===== config.mk =====
export PLATFORM = sky130hd
export DESIGN_NAME = order_risk_gate_flat
export DESIGN_NICKNAME = d
export VERILOG_FILES = /design/src/rtl/order_risk_gate_if.sv /design/src/rtl/order_risk_gate.sv /design/src/flat_wrapper.sv
export SDC_FILE = /design/constraint.sdc
export NUM_CORES = 1
export LEC_CHECK = 0
export CAP_MARGIN = 20
export CORE_UTILIZATION = 25
export DETAILED_ROUTE_END_ITERATION = 10
export SETUP_SLACK_MARGIN = 0.4
export SYNTH_ARGS = -nofsm -noshare
export SYNTH_HDL_FRONTEND = slang
export SYNTH_SLANG_ARGS = --single-unit

===== constraint.sdc =====
create_clock -name clk -period 6.7 [get_ports clk]
set_clock_uncertainty 0.2 [all_clocks]
set_input_delay 1.34 -clock clk [delete_from_list [all_inputs] [get_ports clk]]
set_output_delay 1.34 -clock clk [all_outputs]
set_load 0.02 [all_outputs]

===== src/rtl/order_risk_gate_if.sv =====
// order_risk_gate_if: valid/ready order bus from the risk gate to the
// order encoder.
//   master (risk gate): drives ord_valid/ord_side/ord_price/ord_qty/ord_inst/ord_id
//                       and samples ord_ready
//   slave  (encoder)  : samples the order fields and drives ord_ready
`ifndef PRICE_W
`define PRICE_W 32
`endif
`ifndef SIZE_W
`define SIZE_W 16
`endif
`ifndef INST_ID_W
`define INST_ID_W 8
`endif

interface order_risk_gate_if #(
    parameter int ORDER_ID_W = 16
);
    logic                   ord_valid;
    logic                   ord_ready;
    logic                   ord_side;
    logic [`PRICE_W-1:0]    ord_price;
    logic [`SIZE_W-1:0]     ord_qty;
    logic [`INST_ID_W-1:0]  ord_inst;
    logic [ORDER_ID_W-1:0]  ord_id;

    modport master (
        output ord_valid, ord_side, ord_price, ord_qty, ord_inst, ord_id,
        input  ord_ready
    );

    modport slave (
        input  ord_valid, ord_side, ord_price, ord_qty, ord_inst, ord_id,
        output ord_ready
    );
endinterface


===== src/rtl/order_risk_gate.sv =====
// order_risk_gate: pre-trade risk gate and single-entry order register.
// A strategy signal is checked (kill switch, instrument, busy slot, qty,
// price band, net position, token-bucket rate) in the cycle it arrives; an
// accepted signal is presented as a held order on the next cycle.
// Ports:
//   clk, rst_n            clock, async active-low reset
//   enable, pos_clear     kill switch / synchronous clear of all positions
//   sig_*                 one-cycle strategy signal
//   max_order_qty, price_lo, price_hi, pos_limit   risk limits
//   ord (master)          order bus toward the encoder
//   accept_cnt, reject_cnt, last_reject            saturating stats, last reason
`ifndef PRICE_W
`define PRICE_W 32
`endif
`ifndef SIZE_W
`define SIZE_W 16
`endif
`ifndef INST_ID_W
`define INST_ID_W 8
`endif

module order_risk_gate #(
    parameter int NUM_INST      = 4,
    parameter int POS_W         = 24,
    parameter int TOKEN_MAX     = 8,
    parameter int REFILL_CYCLES = 1000,
    parameter int ORDER_ID_W    = 16
) (
    input  logic                  clk,
    input  logic                  rst_n,
    input  logic                  enable,
    input  logic                  pos_clear,
    input  logic                  sig_valid,
    input  logic                  sig_side,
    input  logic [`PRICE_W-1:0]   sig_price,
    input  logic [`SIZE_W-1:0]    sig_qty,
    input  logic [`INST_ID_W-1:0] sig_inst,
    input  logic [`SIZE_W-1:0]    max_order_qty,
    input  logic [`PRICE_W-1:0]   price_lo,
    input  logic [`PRICE_W-1:0]   price_hi,
    input  logic [POS_W-2:0]      pos_limit,
    order_risk_gate_if.master     ord,
    output logic [31:0]           accept_cnt,
    output logic [31:0]           reject_cnt,
    output logic [2:0]            last_reject
);
    localparam int INST_IDX_W = (NUM_INST > 1) ? $clog2(NUM_INST) : 1;
    localparam int TOK_W      = $clog2(TOKEN_MAX + 1);
    localparam int REF_W      = (REFILL_CYCLES > 1) ? $clog2(REFILL_CYCLES) : 1;
    localparam logic [TOK_W-1:0] TOK_FULL = TOK_W'(TOKEN_MAX);
    localparam logic [REF_W-1:0] REF_LAST = REF_W'(REFILL_CYCLES - 1);

    typedef enum logic [2:0] {
        RSN_NONE     = 3'd0,
        RSN_DISABLED = 3'd1,
        RSN_BAD_INST = 3'd2,
        RSN_BUSY     = 3'd3,
        RSN_QTY      = 3'd4,
        RSN_PRICE    = 3'd5,
        RSN_POSITION = 3'd6,
        RSN_RATE     = 3'd7
    } reason_e;

    logic signed [POS_W-1:0] pos_q [NUM_INST];
    logic signed [POS_W-1:0] pos_d [NUM_INST];
    logic [ORDER_ID_W-1:0]   next_id_q, next_id_d;
    logic [TOK_W-1:0]        tokens_q, tokens_d;
    logic [REF_W-1:0]        refill_cnt_q, refill_cnt_d;
    logic                    ord_valid_q, ord_valid_d;
    logic                    ord_side_q, ord_side_d;
    logic [`PRICE_W-1:0]     ord_price_q, ord_price_d;
    logic [`SIZE_W-1:0]      ord_qty_q, ord_qty_d;
    logic [`INST_ID_W-1:0]   ord_inst_q, ord_inst_d;
    logic [ORDER_ID_W-1:0]   ord_id_q, ord_id_d;
    logic [31:0]             accept_cnt_q, accept_cnt_d;
    logic [31:0]             reject_cnt_q, reject_cnt_d;
    logic [2:0]              last_reject_q, last_reject_d;

    logic [INST_IDX_W-1:0]   inst_idx_s;
    logic signed [POS_W:0]   pos_ext_s, qty_ext_s, proj_s, lim_s;
    logic                    busy_s, refill_wrap_s, accept_s, reject_s;
    reason_e                 reason_s;

    // Risk checks: first failing check in priority order sets the reason.
    always_comb begin
        busy_s     = ord_valid_q && !ord.ord_ready;
        inst_idx_s = sig_inst[INST_IDX_W-1:0];
        pos_ext_s  = {pos_q[inst_idx_s][POS_W-1], pos_q[inst_idx_s]};
        qty_ext_s  = $signed({{(POS_W + 1 - `SIZE_W){1'b0}}, sig_qty});
        // Projection is one bit wider than the position so it cannot wrap.
        proj_s     = sig_side ? (pos_ext_s + qty_ext_s) : (pos_ext_s - qty_ext_s);
        lim_s      = $signed({2'b00, pos_limit});
        reason_s   = RSN_NONE;
        if (!enable || pos_clear) begin
            reason_s = RSN_DISABLED;
        end else if (32'(sig_inst) >= 32'(NUM_INST)) begin
            reason_s = RSN_BAD_INST;
        end else if (busy_s) begin
            reason_s = RSN_BUSY;
        end else if ((sig_qty == {`SIZE_W{1'b0}}) || (sig_qty > max_order_qty)) begin
            reason_s = RSN_QTY;
        end else if ((sig_price < price_lo) || (sig_price > price_hi)) begin
            reason_s = RSN_PRICE;
        end else if ((proj_s > lim_s) || (proj_s < -lim_s)) begin
            reason_s = RSN_POSITION;
        end else if (tokens_q == {TOK_W{1'b0}}) begin
            reason_s = RSN_RATE;
        end else begin
            reason_s = RSN_NONE;
        end
        accept_s = sig_valid && (reason_s == RSN_NONE);
        reject_s = sig_valid && (reason_s != RSN_NONE);
    end

    // Next-state: positions, order slot, ID, token bucket and statistics.
    always_comb begin
        for (int i = 0; i < NUM_INST; i++) begin
            if (pos_clear) begin
                pos_d[i] = {POS_W{1'b0}};
            end else if (accept_s && (inst_idx_s == INST_IDX_W'(i))) begin
                pos_d[i] = proj_s[POS_W-1:0];
            end else begin
                pos_d[i] = pos_q[i];
            end
        end

        ord_valid_d = ord_valid_q;
        ord_side_d  = ord_side_q;
        ord_price_d = ord_price_q;
        ord_qty_d   = ord_qty_q;
        ord_inst_d  = ord_inst_q;
        ord_id_d    = ord_id_q;
        next_id_d   = next_id_q;
        // Accept is never granted while busy, so loading here cannot
        // overwrite an order still waiting for ord_ready.
        if (accept_s) begin
            ord_valid_d = 1'b1;
            ord_side_d  = sig_side;
            ord_price_d = sig_price;
            ord_qty_d   = sig_qty;
            ord_inst_d  = sig_inst;
            ord_id_d    = next_id_q;
            next_id_d   = next_id_q + {{(ORDER_ID_W-1){1'b0}}, 1'b1};
        end else if (ord_valid_q && ord.ord_ready) begin
            ord_valid_d = 1'b0;
        end else begin
            ord_valid_d = ord_valid_q;
        end

        refill_wrap_s = (refill_cnt_q == REF_LAST);
        refill_cnt_d  = refill_wrap_s ? {REF_W{1'b0}} : (refill_cnt_q + {{(REF_W-1){1'b0}}, 1'b1});
        case ({refill_wrap_s, accept_s})
            2'b10:   tokens_d = (tokens_q < TOK_FULL) ? (tokens_q + {{(TOK_W-1){1'b0}}, 1'b1}) : tokens_q;
            2'b01:   tokens_d = tokens_q - {{(TOK_W-1){1'b0}}, 1'b1};
            default: tokens_d = tokens_q;
        endcase

        accept_cnt_d  = (accept_s && (accept_cnt_q != 32'hFFFF_FFFF)) ? (accept_cnt_q + 32'd1) : accept_cnt_q;
        reject_cnt_d  = (reject_s && (reject_cnt_q != 32'hFFFF_FFFF)) ? (reject_cnt_q + 32'd1) : reject_cnt_q;
        last_reject_d = reject_s ? reason_s : last_reject_q;
    end

    // State registers; reset refills the bucket and drops any held order.
    always_ff @(posedge clk or negedge rst_n) begin
        if (!rst_n) begin
            for (int i = 0; i < NUM_INST; i++) begin
                pos_q[i] <= {POS_W{1'b0}};
            end
            next_id_q     <= {ORDER_ID_W{1'b0}};
            tokens_q      <= TOK_FULL;
            refill_cnt_q  <= {REF_W{1'b0}};
            ord_valid_q   <= 1'b0;
            ord_side_q    <= 1'b0;
            ord_price_q   <= {`PRICE_W{1'b0}};
            ord_qty_q     <= {`SIZE_W{1'b0}};
            ord_inst_q    <= {`INST_ID_W{1'b0}};
            ord_id_q      <= {ORDER_ID_W{1'b0}};
            accept_cnt_q  <= 32'd0;
            reject_cnt_q  <= 32'd0;
            last_reject_q <= 3'd0;
        end else begin
            for (int i = 0; i < NUM_INST; i++) begin
                pos_q[i] <= pos_d[i];
            end
            next_id_q     <= next_id_d;
            tokens_q      <= tokens_d;
            refill_cnt_q  <= refill_cnt_d;
            ord_valid_q   <= ord_valid_d;
            ord_side_q    <= ord_side_d;
            ord_price_q   <= ord_price_d;
            ord_qty_q     <= ord_qty_d;
            ord_inst_q    <= ord_inst_d;
            ord_id_q      <= ord_id_d;
            accept_cnt_q  <= accept_cnt_d;
            reject_cnt_q  <= reject_cnt_d;
            last_reject_q <= last_reject_d;
        end
    end

    assign ord.ord_valid = ord_valid_q;
    assign ord.ord_side  = ord_side_q;
    assign ord.ord_price = ord_price_q;
    assign ord.ord_qty   = ord_qty_q;
    assign ord.ord_inst  = ord_inst_q;
    assign ord.ord_id    = ord_id_q;
    assign accept_cnt    = accept_cnt_q;
    assign reject_cnt    = reject_cnt_q;
    assign last_reject   = last_reject_q;
endmodule


===== src/flat_wrapper.sv =====
// flat-port wrapper written by rule: the top's interface ports become plain ports
module order_risk_gate_flat 
#(
    parameter int NUM_INST      = 4,
    parameter int POS_W         = 24,
    parameter int TOKEN_MAX     = 8,
    parameter int REFILL_CYCLES = 1000,
    parameter int ORDER_ID_W    = 16
)
  (clk, rst_n, enable, pos_clear, sig_valid, sig_side, sig_price, sig_qty, sig_inst, max_order_qty, price_lo, price_hi, pos_limit, accept_cnt, reject_cnt, last_reject, ord_ord_valid, ord_ord_side, ord_ord_price, ord_ord_qty, ord_ord_inst, ord_ord_id, ord_ord_ready);
  order_risk_gate_if #(.ORDER_ID_W(ORDER_ID_W)) ord_i ();
  input  logic clk;
  input  logic rst_n;
  input  logic enable;
  input  logic pos_clear;
  input  logic sig_valid;
  input  logic sig_side;
  input  logic [`PRICE_W-1:0] sig_price;
  input  logic [`SIZE_W-1:0] sig_qty;
  input  logic [`INST_ID_W-1:0] sig_inst;
  input  logic [`SIZE_W-1:0] max_order_qty;
  input  logic [`PRICE_W-1:0] price_lo;
  input  logic [`PRICE_W-1:0] price_hi;
  input  logic [POS_W-2:0] pos_limit;
  output logic [31:0] accept_cnt;
  output logic [31:0] reject_cnt;
  output logic [2:0] last_reject;
  output wire logic [$bits(ord_i.ord_valid)-1:0] ord_ord_valid;
  output wire logic [$bits(ord_i.ord_side)-1:0] ord_ord_side;
  output wire logic [$bits(ord_i.ord_price)-1:0] ord_ord_price;
  output wire logic [$bits(ord_i.ord_qty)-1:0] ord_ord_qty;
  output wire logic [$bits(ord_i.ord_inst)-1:0] ord_ord_inst;
  output wire logic [$bits(ord_i.ord_id)-1:0] ord_ord_id;
  input wire logic [$bits(ord_i.ord_ready)-1:0] ord_ord_ready;
  assign ord_ord_valid = ord_i.ord_valid;
  assign ord_ord_side = ord_i.ord_side;
  assign ord_ord_price = ord_i.ord_price;
  assign ord_ord_qty = ord_i.ord_qty;
  assign ord_ord_inst = ord_i.ord_inst;
  assign ord_ord_id = ord_i.ord_id;
  assign ord_i.ord_ready = ord_ord_ready;
  order_risk_gate #(.NUM_INST(NUM_INST), .POS_W(POS_W), .TOKEN_MAX(TOKEN_MAX), .REFILL_CYCLES(REFILL_CYCLES), .ORDER_ID_W(ORDER_ID_W)) u_core (.clk(clk), .rst_n(rst_n), .enable(enable), .pos_clear(pos_clear), .sig_valid(sig_valid), .sig_side(sig_side), .sig_price(sig_price), .sig_qty(sig_qty), .sig_inst(sig_inst), .max_order_qty(max_order_qty), .price_lo(price_lo), .price_hi(price_hi), .pos_limit(pos_limit), .ord(ord_i), .accept_cnt(accept_cnt), .reject_cnt(reject_cnt), .last_reject(last_reject));
endmodule

## Word-level counts from Yosys, hierarchy flattened

Index checks and enable logic that the tools add are counted.
Widths: inputs -> output; s select.

| storage, ports and cells | value |
|---|---|
| register bits | 267 |
| input port bits | 166 |
| output and inout port bits | 141 |
| logic and storage cells | 95 |

| cells by class | value |
|---|---|
| add/subtract/negate cells | 9 |
| magnitude comparators | 8 |
| eq/ne operators | 9 |
| multiplexer cells | 24 |
| bitwise logic cells | 1 |
| reduce and logical (&&, ||, !) cells | 28 |

Operators by type and width:

| cell | count |
|---|---|
| $mux 24 | 10 |
| $add 32x1->32 const B | 2 |
| $ne 32x32->1 const B | 2 |
| $bmux 24 s2 | 1 |
| $gt 32x32->1 | 1 |
| $lt 32x32->1 | 1 |
| $add 24x17->25 | 1 |
| $gt 25x24->1 | 1 |
| $lt 25x25->1 | 1 |
| $mux 25 | 1 |
| $neg 23->25 | 1 |
| $sub 24x17->25 | 1 |
| $mux 3 | 7 |
| $add 16x1->16 const B | 1 |
| $gt 16x16->1 | 1 |
| $logic_not 16->1 | 1 |
| $reduce_bool 2->1 | 6 |
| $add 10x1->10 const B | 1 |
| $eq 10x10->1 const B | 1 |
| $logic_and 1x1->1 | 10 |
| $mux 10 | 1 |
| $ge 8x3->1 const B | 1 |
| $pmux 4 s2 | 1 |
| $eq 2x2->1 const B | 3 |
| 16 further kinds | 22 |

## Longest topological paths before layout

| logic depth | value |
|---|---|
| depth after elaboration | 19 |
| mapped depth | 31 |
| depth with buffers taken out | 31 |

## Least setup slack after synthesis

No wires, ideal clock.

| timing | value |
|---|---|
| kind | input -> register |
| from | input port sig_inst[0] |
| to | register u_core.tokens_q[3] |
| setup time | 0.064 ns |
| arrival time | 7.718 ns |
| required time | 6.436 ns |
| slack | -1.282 ns |
| cell stages on the path | 27 |
| buffers on the path | 2 |
| cells stage by stage | buf_1 -> buf_1 -> mux4_2 -> ha_1 -> o21ai_0 -> o21ai_0 -> o211a_1 -> o21ai_0 -> nor2b_1 -> o21ai_0 -> nor4b_1 -> a311o_1 -> ha_1 -> and4_1 -> nand4_1 -> nor4_1 -> a211o_1 -> o22ai_1 -> a21oi_1 -> nor3_1 -> nor4bb_1 -> and3_1 -> ha_1 -> a21o_1 -> a21o_1 -> or4_1 -> nand3_1 |

| between the ends | value |
|---|---|
| longest elaborated chain between the ends | 19 |
| elaborated cells on any way between the ends | 25 |
| those cells by class | add/sub (2); order compare (3); eq/ne (3); mux (11); bitwise (1); reduce/logical (5) |

Ends and longest elaborated chain:

| element | line | RTL |
|---|---|---|
| start, declared | flat_wrapper.sv:20 | `` input logic [`INST_ID_W-1:0] sig_inst; `` |
| $not 2->3 (not written as such) | order_risk_gate.sv:88 | `pos_ext_s = {pos_q[inst_idx_s][POS_W-1], pos_q[inst_idx_s]};` |
| $bmux 24 s2 | order_risk_gate.sv:88 |  |
| $mux 24 (not written as such) (2 in series) | order_risk_gate.sv:88 |  |
| $sub 24x17->25 / $add 24x17->25 (equally long branches) | order_risk_gate.sv:91 | `proj_s = sig_side ? (pos_ext_s + qty_ext_s) : (pos_ext_s - qty_ext_s);` |
| $mux 25 | order_risk_gate.sv:91 |  |
| $gt 25x24->1 / $lt 25x25->1 (equally long branches) | order_risk_gate.sv:104 | `end else if ((proj_s > lim_s) \|\| (proj_s < -lim_s)) begin` |
| $logic_or 1x1->1 | order_risk_gate.sv:104 |  |
| $mux 3 | order_risk_gate.sv:104 |  |
| [... 2 more ...] | n/a |  |
| $mux 3 | order_risk_gate.sv:98 | `end else if (busy_s) begin` |
| $mux 3 * | order_risk_gate.sv:96 | `end else if (32'(sig_inst) >= 32'(NUM_INST)) begin` |
| $mux 3 * | order_risk_gate.sv:94 | `if (!enable \|\| pos_clear) begin` |
| $logic_not 3->1 * | order_risk_gate.sv:111 | `accept_s = sig_valid && (reason_s == RSN_NONE);` |
| $logic_and 1x1->1 * | order_risk_gate.sv:111 |  |
| $eq 2x2->1 / $eq 2x1->1 (equally long branches) | order_risk_gate.sv:152 | `case ({refill_wrap_s, accept_s})` |
| $ne 2x1->1 (no line) / $reduce_bool 2->1 (equally long branches) | n/a |  |
| $reduce_and 2->1 (no line) | n/a |  |
| end signal, assigned | order_risk_gate.sv:186 | `tokens_q <= tokens_d;` |
| end, declared | order_risk_gate.sv:67 | `logic [TOK_W-1:0] tokens_q, tokens_d;` |

Every way passes the cells marked *; elsewhere a longest branch is shown, timed or not. The select of a mux whose other input is x is not followed.
A chain may end at the register's enable or synchronous reset.

## Worst setup path in the final report

| timing | value |
|---|---|
| from | input port sig_qty[4] |
| to | register u_core.tokens_q[3] |

| between the ends | value |
|---|---|
| longest elaborated chain between the ends | 15 |
| elaborated cells on any way between the ends | 23 |
| those cells by class | add/sub (2); order compare (3); eq/ne (3); mux (8); reduce/logical (7) |

Ends and longest elaborated chain:

| element | line | RTL |
|---|---|---|
| start, declared | flat_wrapper.sv:19 | `` input logic [`SIZE_W-1:0] sig_qty; `` |
| $sub 24x17->25 / $add 24x17->25 (equally long branches) | order_risk_gate.sv:91 |  |
| $mux 25 | order_risk_gate.sv:91 |  |
| $gt 25x24->1 / $lt 25x25->1 (equally long branches) | order_risk_gate.sv:104 |  |
| $logic_or 1x1->1 | order_risk_gate.sv:104 |  |
| $mux 3 | order_risk_gate.sv:104 |  |
| $mux 3 | order_risk_gate.sv:102 | `end else if ((sig_price < price_lo) \|\| (sig_price > price_hi)) begin` |
| $mux 3 * | order_risk_gate.sv:100 | `` end else if ((sig_qty == {`SIZE_W{1'b0}}) \|\| (sig_qty > max_order_qty)) begin `` |
| $mux 3 * | order_risk_gate.sv:98 |  |
| $mux 3 * | order_risk_gate.sv:96 |  |
| $mux 3 * | order_risk_gate.sv:94 |  |
| $logic_not 3->1 * | order_risk_gate.sv:111 |  |
| $logic_and 1x1->1 * | order_risk_gate.sv:111 |  |
| $eq 2x2->1 / $eq 2x1->1 (equally long branches) | order_risk_gate.sv:152 |  |
| $ne 2x1->1 (no line) / $reduce_bool 2->1 (equally long branches) | n/a |  |
| $reduce_and 2->1 (no line) | n/a |  |

Every way passes the cells marked *; elsewhere a longest branch is shown, timed or not.

==> summary.txt <==
Status: finished, violations left
Violated checks: setup timing
Max_cap viols: 0
Logic pwr share: 18.3%
R2R depth: 32
Slew headroom: 37.85%
Mapped Avg Cell Area: 10.16 um2
Via count: 15530
XOR/XNOR Fraction of Synth Area: 6.889%
Area share of the largest cell type after synthesis: 37.94%
Layout overhead on the synthesized area: 53.65%
DRT antenna net count: 0
Commonest cells post-synth: 266 x dfrtp_1, 156 x ha_1, 134 x inv_1
Yosys reg bits: 267
Simple-gate area share of the yosys netlist: 17.67%
Psw: 1.218 mW
Post-synth top area cell: dfrtp_1
Adder-Cell Fraction of Synth Area: 11.35%
Gr ovfl total: 0
Core Area: 69070 um2
Placed Area: 23910 um2
Synth Area in Compound Gates: 8.123%
Chip width: 266.9 um
Antenna violations before repair: 1
CP arrival: 7.83 ns
Hold Worst Slack: 0.2619 ns
Top Ports: 307
Pint: 3.268 mW
Final HPWL DP: 44320 um
Final RePlAce weighted congestion: 0.9395
Synthesized area: 17540 um2
DRC: 0
Kind of critical path: input port to register
I/O Buffers: 306
Worst setup SP type: input port
Synth async-reset ratio: 100.0%
Top post-synthesis cells by area: dfrtp_1 38%, ha_1 11%, mux2i_1 5.6%, mux2_2 4.4%, nand2b_1 4.4%
Mux cell area share after synthesis: 13.10%
Worst skew pair latency: 0.55 ns
Die Ht: 266.9 um
Period minus WS final: 7.570 ns
DRT Pass-1 Iters: 5
Leakage: 12.79 nW
Min-Delay Endpoint: u_core.refill_cnt_q[0]
Synth unique cells: 69
First-pass GRT wire length: 92560 um
Clock power frac: 44.5%
Crit path max fanout: 4
Worst-case clock buffer depth: 3
CP Data Required Time: 6.96 ns
Syn Nets: 2050
Clk sinks: 267
H-tree lvl count: 2
Post-Syn Instances: 1726
Final Net Count: 2624
Largest net degree at the start of global routing: 162
Drt total wl: 60280 um
Setup crit start: sig_qty[4]
1st-iter DRT viols: 663
Top FF cell, synth: dfrtp_1
Least-Margin Pin Slew: 0.9322 ns
GRT Util Overall: 16.65%
Critical Path Most Common Cell: buf_6
Design Power: 4.486 mW
# setup viols final: 256
CP Capture Type: register
Crit path largest cell delay: 0.39 ns
Yosys warnings: 0
Post-synth EDFFs: 0
Starting Density: 25.40%
CTS tree: yes
CTS Root Buffer Type: clkbuf_16
Design area: 26960 um2
Switching part of the total: 27.14%
RR Endpoint: u_core.tokens_q[3]
Drt via density: 4.766
Seq/Total Area, Yosys: 38.09%
FF-to-FF setup slack: 0.31 ns
Tcrit/Tclk final: 113.0%
IR drop worst, VDD: 0.1310 mV
CP max-delay cell: or3_4
Tightest Hold Check Type: register to register
Clk slew on worst S/H paths: 0.06 ns
Final Hold Violating Endpoints: 0
Setup slack after layout: -0.8696 ns
FMAX: 0.1321 GHz
Count leader, synth: dfrtp_1
Vias in the first global route: 16170
Pwr Density: 166.4 nW/um2
R2r startpoint: u_core.pos_q[0]
Drt wl/cell: 18.50 um
Sequential share of power: 37.2%
Fraction of layout cells with a size suffix above 1: 26.64%
Clock buffer count from CTS: 36
Std-Cell Rows: 96
Finished Core Util: 39.03%
Die area: 71240 um2
RSZ-0062 raised after global routing: true
Min-delay src: u_core.refill_cnt_q[0]
Setup slack at placement: -1.795 ns
Hold path cells: 1
Main combinational cell family by area after synthesis: simple AND/OR/NAND/NOR gates
Slew Viols, Final: 0
==> power groups by stage <==
stage	clock network (mW)	registers, mW	logic [mW]
2_1_floorplan	0	1.72	0.325
3_3_place_gp	0	1.70	0.751
3_5_place_dp	0	1.70	0.762
4_1_cts	2.07	1.67	0.806
5_1_grt	2.13	1.67	0.901
6_report	1.99	1.67	0.823
==> final cells by class <==
type / count / area, um2
Tap cell: 931 / 1165
Fill cell: 6689 / 42110
Antenna cell: 1 / 2.502
Clock inverter: 14 / 162.7
Multi-Input combinational cell: 1260 / 11410
Sequential cell: 267 / 6683
Timing Repair Buffer: 601 / 5969
Inverter: 134 / 503.0
Clock buffer: 51 / 1059
==> layout by cell type (no fill, tap or decap), types with 42 or more instances in the layout <==
cell,n
clkdlybuf4s50_1,294
xor2_1,68
a21oi_1,46
nor2_1,66
inv_1,133
dfrtp_1,266
nand4_1,46
mux2i_1,97
mux2_4,54
buf_6,42
nand3_1,45
buf_4,214
nand2b_1,123
nand2_1,62
ha_1,145
xnor2_1,64
==> metal layers <==
metal | up-vias | wire length, um | track usage (%)
met5 | - | 0 | 0
met4 | 0 | 2548 | 7.176
met3 | 136 | 2215 | 2.814
met2 | 327 | 29590 | 28.43
met1 | 7742 | 25920 | 20.54
li1 | 7329 | - | -
==> worst max-delay path by stage <==
stage	to	slack, ns	cells past startpoint
after floorplan	u_core.tokens_q[3]	-0.88	30
after global placement	u_core.tokens_q[3]	-1.71	31
after detailed placement	u_core.tokens_q[3]	-1.80	31
after CTS	u_core.tokens_q[3]	-0.88	31
after global routing	u_core.tokens_q[3]	-1.06	33
final	u_core.tokens_q[3]	-0.87	34
==> flip-flops by register name, indices dropped and copies added, names as in the netlist, 3 cells and up <==
signal and count:
u_core.ord.ord_id 16, u_core.ord.ord_qty 16, u_core.ord.ord_price 32, u_core.last_reject 3, u_core.refill_cnt_q 10, u_core.accept_cnt 32
u_core.next_id_q 16, u_core.tokens_q 4, u_core.reject_cnt 32, u_core.ord.ord_inst 8, u_core.pos_q 96
==> stage by stage <==
step	cells	TNS, ns
after floorplan	1726	-29.08
after global placement	3116	-320.66
after detailed placement	3116	-335.32
after CTS	3241	-131.31
after global routing	3259	-173.92
final	3259	-127.62
==> critical path, delay by kind of cell <==
kind | cells | cell delay, ns
simple gates | 13 | 2.64
xor+xnor | 1 | 0.16
fa+ha+maj | 3 | 0.89
compound gates | 12 | 2.24
buf+inv | 5 | 0.54
==> cell families after synthesis <==
family	Yosys count
xor gates and xnor gates	138
muxes	191
adders and majority gates	158
DFF	267
buffers and inverters	200
AOI/OAI and AO/OA	212
and+or+nand+nor	560
==> what timing repair did <==
action | 4_1_cts | 5_1_grt
hold buffers | 0 | 0
resized for setup | 170 | 72
gates cloned | 11 | 0
buffers inserted | 49 | 16
pin swaps | 86 | 83
setup endpoints to repair | 257 | 257
endpoints found under the hold margin | 0 | 0
No activity file was read; power rests on OpenSTA's default activity.
